$ cat config.mk
export PLATFORM = sky130hd
export DESIGN_NAME = router_merge_flat
export DESIGN_NICKNAME = d
export VERILOG_FILES = /design/src/rtl/router_pkg.sv /design/src/rtl/router_merge_if.sv /design/src/rtl/router_fifo.sv /design/src/rtl/router_merge.sv /design/src/flat_wrapper.sv
export SDC_FILE = /design/constraint.sdc
export NUM_CORES = 1
export LEC_CHECK = 0
export ABC_AREA = 1
export ABC_CLOCK_PERIOD_IN_PS = 5300
export CORE_ASPECT_RATIO = 1.75
export CORE_UTILIZATION = 50
export DETAILED_ROUTE_END_ITERATION = 10
export PLACE_DENSITY_LB_ADDON = 0.1
export SLEW_MARGIN = 5
export SYNTH_ARGS = -nofsm -noshare
export SYNTH_HDL_FRONTEND = slang
export SYNTH_HIERARCHICAL = 1
export SYNTH_SLANG_ARGS = --single-unit
$ cat constraint.sdc
create_clock -name clk -period 5.3 [get_ports clk]
set_input_delay 0.795 -clock clk [delete_from_list [all_inputs] [get_ports clk]]
set_output_delay 0.795 -clock clk [all_outputs]
set_load 0.005 [all_outputs]
$ cat src/rtl/router_pkg.sv
// Shared types for the four-port router merge: port count, port index and
// output-stage state, plus the round-robin pick used by the arbiter.
package router_pkg;

  localparam int NUM_PORTS = 4;

  typedef logic [1:0] port_idx_t;

  typedef enum logic {
    ST_EMPTY = 1'b0,
    ST_HOLD  = 1'b1
  } out_state_e;

  // First requesting port at or above rr, wrapping 3->0.
  function automatic port_idx_t rr_pick(input logic [NUM_PORTS-1:0] req,
                                        input port_idx_t rr);
    port_idx_t idx;
    port_idx_t pick;
    logic      found;
    pick  = rr;
    found = 1'b0;
    for (int k = 0; k < NUM_PORTS; k++) begin
      idx = rr + port_idx_t'(k);
      if (req[idx] && !found) begin
        pick  = idx;
        found = 1'b1;
      end
    end
    return pick;
  endfunction

endpackage

$ cat src/rtl/router_merge_if.sv
// Bus between the upstream router outputs / downstream consumer and the merge.
interface router_merge_if
  import router_pkg::*;
#(
  parameter int DATA_WIDTH = 32
);
  logic [DATA_WIDTH-1:0] din0, din1, din2, din3;
  logic [NUM_PORTS-1:0]  din_en;
  logic [NUM_PORTS-1:0]  full;
  logic [NUM_PORTS-1:0]  ovf;
  logic [DATA_WIDTH-1:0] dout;
  port_idx_t             dout_src;
  logic                  dout_valid;
  logic                  dout_ready;

  modport master (
    output din0, din1, din2, din3, din_en, dout_ready,
    input  full, ovf, dout, dout_src, dout_valid
  );

  modport slave (
    input  din0, din1, din2, din3, din_en, dout_ready,
    output full, ovf, dout, dout_src, dout_valid
  );
endinterface

$ cat src/rtl/router_fifo.sv
// Per-port synchronous FIFO; a push while full is legal only alongside a pop,
// since the read data is taken before the slot is overwritten.
module router_fifo #(
  parameter int DW    = 32,
  parameter int DEPTH = 4
) (
  input  logic          clk,
  input  logic          reset,
  input  logic          push_i,
  input  logic [DW-1:0] wdata_i,
  input  logic          pop_i,
  output logic [DW-1:0] rdata_o,
  output logic          full_o,
  output logic          empty_o
);
  localparam int AW = $clog2(DEPTH);

  logic [DW-1:0] mem_q [DEPTH];
  logic [AW-1:0] wptr_q, wptr_d, rptr_q, rptr_d;
  logic [AW:0]   cnt_q, cnt_d;

  always_comb begin
    wptr_d = wptr_q;
    rptr_d = rptr_q;
    cnt_d  = cnt_q;
    if (push_i) wptr_d = wptr_q + 1'b1;
    if (pop_i)  rptr_d = rptr_q + 1'b1;
    case ({push_i, pop_i})
      2'b10:   cnt_d = cnt_q + 1'b1;
      2'b01:   cnt_d = cnt_q - 1'b1;
      default: cnt_d = cnt_q;
    endcase
  end

  always_ff @(posedge clk) begin
    if (reset) begin
      wptr_q <= '0;
      rptr_q <= '0;
      cnt_q  <= '0;
    end else begin
      wptr_q <= wptr_d;
      rptr_q <= rptr_d;
      cnt_q  <= cnt_d;
    end
  end

  always_ff @(posedge clk) begin
    if (push_i && !reset) mem_q[wptr_q] <= wdata_i;
  end

  assign rdata_o = mem_q[rptr_q];
  assign full_o  = (cnt_q == (AW+1)'(DEPTH));
  assign empty_o = (cnt_q == '0);

endmodule

$ cat src/rtl/router_merge.sv
// Merges four unthrottled router outputs into one ready/valid stream through
// per-port FIFOs and a round-robin arbiter feeding a single output register.
module router_merge
  import router_pkg::*;
#(
  parameter int DATA_WIDTH = 32,
  parameter int FIFO_DEPTH = 4
) (
  input logic           clk,
  input logic           reset,
  router_merge_if.slave bus
);
  logic [NUM_PORTS-1:0][DATA_WIDTH-1:0] din_w, rdata_w;
  logic [NUM_PORTS-1:0] push, pop, full_w, empty_w, drop;
  logic [NUM_PORTS-1:0] ovf_q, ovf_d;

  out_state_e            state_q, state_d;
  logic [DATA_WIDTH-1:0] dout_q, dout_d;
  port_idx_t             src_q, src_d;
  port_idx_t             rr_q, rr_d;
  port_idx_t             grant;
  logic                  load;

  assign din_w[0] = bus.din0;
  assign din_w[1] = bus.din1;
  assign din_w[2] = bus.din2;
  assign din_w[3] = bus.din3;

  // A full FIFO still accepts when the arbiter pops it in the same cycle.
  assign push = bus.din_en & (~full_w | pop);
  assign drop = bus.din_en & full_w & ~pop;

  for (genvar i = 0; i < NUM_PORTS; i++) begin : g_port
    router_fifo #(
      .DW    (DATA_WIDTH),
      .DEPTH (FIFO_DEPTH)
    ) u_fifo (
      .clk     (clk),
      .reset   (reset),
      .push_i  (push[i]),
      .wdata_i (din_w[i]),
      .pop_i   (pop[i]),
      .rdata_o (rdata_w[i]),
      .full_o  (full_w[i]),
      .empty_o (empty_w[i])
    );
  end

  // Registered occupancy only, so a word written this cycle waits a cycle.
  assign grant = rr_pick(~empty_w, rr_q);
  assign load  = (|(~empty_w)) && ((state_q == ST_EMPTY) || bus.dout_ready);
  assign pop   = load ? (NUM_PORTS'(1) << grant) : '0;
  assign ovf_d = ovf_q | drop;

  always_comb begin
    state_d = state_q;
    dout_d  = dout_q;
    src_d   = src_q;
    rr_d    = rr_q;
    if (load) begin
      state_d = ST_HOLD;
      dout_d  = rdata_w[grant];
      src_d   = grant;
      rr_d    = grant + 2'd1;
    end else if (state_q == ST_HOLD && bus.dout_ready) begin
      state_d = ST_EMPTY;
    end
  end

  always_ff @(posedge clk) begin
    if (reset) begin
      state_q <= ST_EMPTY;
      dout_q  <= '0;
      src_q   <= '0;
      rr_q    <= '0;
      ovf_q   <= '0;
    end else begin
      state_q <= state_d;
      dout_q  <= dout_d;
      src_q   <= src_d;
      rr_q    <= rr_d;
      ovf_q   <= ovf_d;
    end
  end

  assign bus.dout       = dout_q;
  assign bus.dout_src   = src_q;
  assign bus.dout_valid = (state_q == ST_HOLD);
  assign bus.full       = full_w;
  assign bus.ovf        = ovf_q;

endmodule

$ cat src/flat_wrapper.sv
// flat-port wrapper written by rule: the top's interface ports become plain ports
module router_merge_flat import router_pkg::*;
#(
  parameter int DATA_WIDTH = 32,
  parameter int FIFO_DEPTH = 4
)
  (clk, reset, bus_din0, bus_din1, bus_din2, bus_din3, bus_din_en, bus_dout_ready, bus_full, bus_ovf, bus_dout, bus_dout_src, bus_dout_valid);
  router_merge_if #(.DATA_WIDTH(DATA_WIDTH)) bus_i ();
  input logic clk;
  input logic reset;
  input wire logic [$bits(bus_i.din0)-1:0] bus_din0;
  input wire logic [$bits(bus_i.din1)-1:0] bus_din1;
  input wire logic [$bits(bus_i.din2)-1:0] bus_din2;
  input wire logic [$bits(bus_i.din3)-1:0] bus_din3;
  input wire logic [$bits(bus_i.din_en)-1:0] bus_din_en;
  input wire logic [$bits(bus_i.dout_ready)-1:0] bus_dout_ready;
  output wire logic [$bits(bus_i.full)-1:0] bus_full;
  output wire logic [$bits(bus_i.ovf)-1:0] bus_ovf;
  output wire logic [$bits(bus_i.dout)-1:0] bus_dout;
  output wire logic [$bits(bus_i.dout_src)-1:0] bus_dout_src;
  output wire logic [$bits(bus_i.dout_valid)-1:0] bus_dout_valid;
  assign bus_i.din0 = bus_din0;
  assign bus_i.din1 = bus_din1;
  assign bus_i.din2 = bus_din2;
  assign bus_i.din3 = bus_din3;
  assign bus_i.din_en = bus_din_en;
  assign bus_i.dout_ready = bus_dout_ready;
  assign bus_full = bus_i.full;
  assign bus_ovf = bus_i.ovf;
  assign bus_dout = bus_i.dout;
  assign bus_dout_src = bus_i.dout_src;
  assign bus_dout_valid = bus_i.dout_valid;
  router_merge #(.DATA_WIDTH(DATA_WIDTH), .FIFO_DEPTH(FIFO_DEPTH)) u_core (.clk(clk), .reset(reset), .bus(bus_i));
endmodule
==> flow_summary.ini <==
[sta]
fmax_mhz = 245
finalCritPeriodShare_pct = 77.2
worstMarginPinSlew_ns = 1.16
finalHoldViolations = 0
setup_violations = 0
finClkSkew_ns = 0.0249
drv_slew = 0
fin_setup_tns_ns = 0
rsz0062_at_grt = false
slew_headroom_pct = 22.2
post-route-min-period_ns = 4.09

[cells_and_area]
final_area_mm2 = 0.0277
drive_above_1_share_pct = 6.10
nNetsFinal = 2401
syn_to_final_growth_pct = 14.5
n_fill_cell = 3942
antennaDiodeCount = 0
seq_area_mm2 = 0.0169
multiInputGateArea_mm2 = 0.00597

[power_and_ir_drop]
p_switching_mw = 5.96
pwr-share-clk_pct = 23.9
leakage_nw = 10.2
switching_share_pct = 39.4
p_seq_share_pct = 37.7
internal-power_mw = 9.16
p_per_area_mw_per_mm2 = 545
max-vdd-ir-drop_uv = 445
pwr-share-comb_pct = 38.3

[min_path]
min-delay-start = u_core/g_port[0].u_fifo/rptr_q[1]
hold_end = u_core/g_port[0].u_fifo/rptr_q[1]
hold_depth = 1
hold_class = register to register

[worst_setup_path]
rrSetupSlack_ns = 1.21
crit_top_cell = nand2_1
r2r_cells = 16
reg2reg_to = u_core/g_port[3].u_fifo/mem_q[3][17]
path_max_fanout = 66
critPathArrivalTime_ns = 4.29
worstReg2RegStart = u_core/g_port[2].u_fifo/cnt_q[1]
crit_path_top_delay_cell = nor3_1
path_delay_family = simple AND/OR/NAND/NOR gates
required_ns = 5.50
path_cells = nor3_1 > inv_1 > nand2_2 > nand2_1 > nand2_1 > nand2_1 > a21oi_2 > nand3_2 > buf_4 > nand2_2 > buf_4 > nand4_1 > a21boi_0 > nand2_1 > nor2_2 > buf_4
cpPeakStageDelay_ns = 0.49
worst_setup_path_start_kind = register
crit_type = register to register
worstPathBufferInverterCount = 4
end_kind = register

[global_routing]
grt_use_met3_pct = 2.80
grt_max_degree = 67
grt_use_met2_pct = 45.8
grt_pass1_vias = 16100
gr-usage-met1_pct = 29.2
grt_overflow_total = 0
grt_first_pass_wirelength_um = 93900
antenna_found_initial = 1
grt.total_usage_pct = 25.7
grt_busiest_layer = met2

[clock_network]
cts_tree = built
htreeDepth = 2
clock-sinks = 589
clock_path_buffers = 3
cts_buffers = 52
clock_latency_ns = 0.59
clk_pin_slew_worst_paths_ns = 0.06
cts_setup_buffers = 0
cts_resized = 0
clock-root-buffer = clkbuf_16
holdBufCountCts = 0

[synthesis]
synth_nets = 2256
synth_top_family_by_area = simple AND/OR/NAND/NOR gates
yosysUniqueCellTypes = 28
synth_compound_area_share_pct = 9.86
yosys.area_share.simple_pct = 13.2
syn_avg_cell_area_um2 = 11.6
ys_seq_area_share_pct = 69.8
synthXorXnorAreaFrac_pct = 0
yosys_warnings = 6
ys_ff_latch = 589
synth.mux.area_fraction_pct = 0
synth-adder-area-share_pct = 1.36
syn_area_mm2 = 0.0242
synthCells = 2097

[floorplan]
rows = 106
dieArea_mm2 = 0.0494
die_h_um = 293
fp.coreArea_mm2 = 0.0477
chipWidth_um = 168
initial_core_util_pct = 50.8
ioPinCount = 178

[route]
drt-pass1-iter-count = 9
drt-initial-drc-count = 1298
vias = 16300
via_per_inst = 5.67
ant_nets = 0
routedWlPerCell_um = 22.0
remaining_drc_errors = 0
wl_um = 63200

[run]
drv_cap = 0

[placement]
portBuffers = 177
hpwl_um = 41900
gp_congestion = 0.882
place_area_mm2 = 0.0262

[run_status]
status = complete, no violations
[flip-flops by register name, summed over array words and instances, names as in the netlist, 2 cells and up, named ones only]
| register | cells |
|---|---|
| u_core/g_port.u_fifo/mem_q | 512 |
| u_core/bus.dout | 32 |
| u_core/g_port.u_fifo/cnt_q | 12 |
| u_core/g_port.u_fifo/rptr_q | 8 |
| u_core/g_port.u_fifo/wptr_q | 8 |
| u_core/bus.ovf | 4 |
| u_core/bus.dout_src | 2 |
| u_core/rr_q | 2 |
[kinds of logic after synthesis]
logic type / Yosys count
flip-flops: 589
AO/OA/AOI/OAI: 442
adder cells (fa/ha/maj): 24
AND/OR/NAND/NOR: 795
buffers and inverters: 247
[cell usage in the layout, fill, tap and decap left out, types with 3 or more instances in the layout]
cell	count
a21boi_0	3
a21oi_1	27
buf_4	32
bufinv_16	3
clkbuf_1	21
clkbuf_16	53
clkbuf_8	3
clkdlybuf4s50_1	176
clkinv_1	5
clkinv_2	7
dfxtp_1	73
dfxtp_2	4
edfxtp_1	512
fa_1	4
ha_1	20
inv_1	117
inv_2	7
inv_8	4
nand2_1	279
nand2_2	6
nand3_1	144
nand4_1	6
nor2_1	335
nor2_2	16
nor3_1	8
o21ai_0	169
o21ai_1	112
o22ai_1	128
[synth_stat cells]
library cell  number  area (µm²)
buf_4             14         105
inv_2              6        22.5
dfxtp_1           77        1540
clkbuf_1          16        60.1
buf_1              2        7.51
nor2_1           351        1320
fa_1               4        80.1
buf_2             43         215
inv_8              4        45.0
inv_1            118         443
o21ai_1          112         561
ha_1              20         250
buf_6             43         484
a21boi_0           3        22.5
a21oi_1           27         135
o21ai_0          169         846
nor3_1             8        40.0
nand3_1          144         721
clkinv_1           1        3.75
nand3_2            1        10.0
a21boi_1           1        7.51
o22ai_1          128         801
edfxtp_1         512       15400
o211ai_1           1        7.51
nand2_1          279        1050
nand2_2            6        37.5
a21oi_2            1        8.76
nand4_1            6        37.5
[per-layer routing]
metal | wire, µm | vias up
met2 | 32900 | 542
met4 | 4150 | 2
li1 | - | 7674
met1 | 23300 | 7932
met5 | 13 | -
met3 | 2820 | 159
[power by group through the flow]
| stage | Combinational, mW | Sequential, mW | Clock (mW) |
|---|---|---|---|
| global route | 6.36 | 5.74 | 3.85 |
| global placement | 5.58 | 5.79 | 0 |
| detailed placement | 5.71 | 5.80 | 0 |
| floorplan | 3.88 | 5.69 | 0 |
| finish | 5.79 | 5.70 | 3.62 |
| CTS | 5.73 | 5.70 | 3.69 |
[final cells by class]
class                   count  share of cell area (%)
flip-flops and latches    589                    61.0
clock inverters            15                   0.532
repair buffers            209                    7.23
multi-input cells        1261                    21.5
inverters                 129                    1.85
clock buffers              77                    5.21
well taps                 594                    2.68
[metrics by stage]
| step | total power [mW] | hold slack, ns | utilization [%] | cells | setup WS [ns] |
|---|---|---|---|---|---|
| after global placement | 11.4 | 0.427 | 54.8 | 2782 | 1.42 |
| after CTS | 15.1 | 0.440 | 58.1 | 2874 | 1.30 |
| after detailed placement | 11.5 | 0.432 | 54.8 | 2782 | 1.33 |
| final | 15.1 | 0.437 | 58.1 | 2874 | 1.21 |
| after floorplan | 9.57 | 0.412 | - | 2097 | 1.55 |
| after global routing | 16.0 | 0.480 | 58.1 | 2874 | 0.952 |
[worst max path at each step]
stage                                                start                                    to  slack [ns]  depth (start not counted)
final                     u_core/g_port[2].u_fifo/cnt_q[1]  u_core/g_port[3].u_fifo/mem_q[3][17]        1.21                         16
after global routing      u_core/g_port[2].u_fifo/cnt_q[1]      u_core/g_port[0].u_fifo/cnt_q[2]        0.95                         23
after floorplan           u_core/g_port[1].u_fifo/cnt_q[1]   u_core/g_port[3].u_fifo/mem_q[0][0]        1.55                         16
after detailed placement  u_core/g_port[0].u_fifo/cnt_q[1]  u_core/g_port[3].u_fifo/mem_q[3][17]        1.33                         16
after CTS                 u_core/g_port[0].u_fifo/cnt_q[1]  u_core/g_port[3].u_fifo/mem_q[3][17]        1.30                         16
after global placement    u_core/g_port[0].u_fifo/cnt_q[1]  u_core/g_port[3].u_fifo/mem_q[3][17]        1.42                         16
No activity file was read; power rests on OpenSTA's default activity.
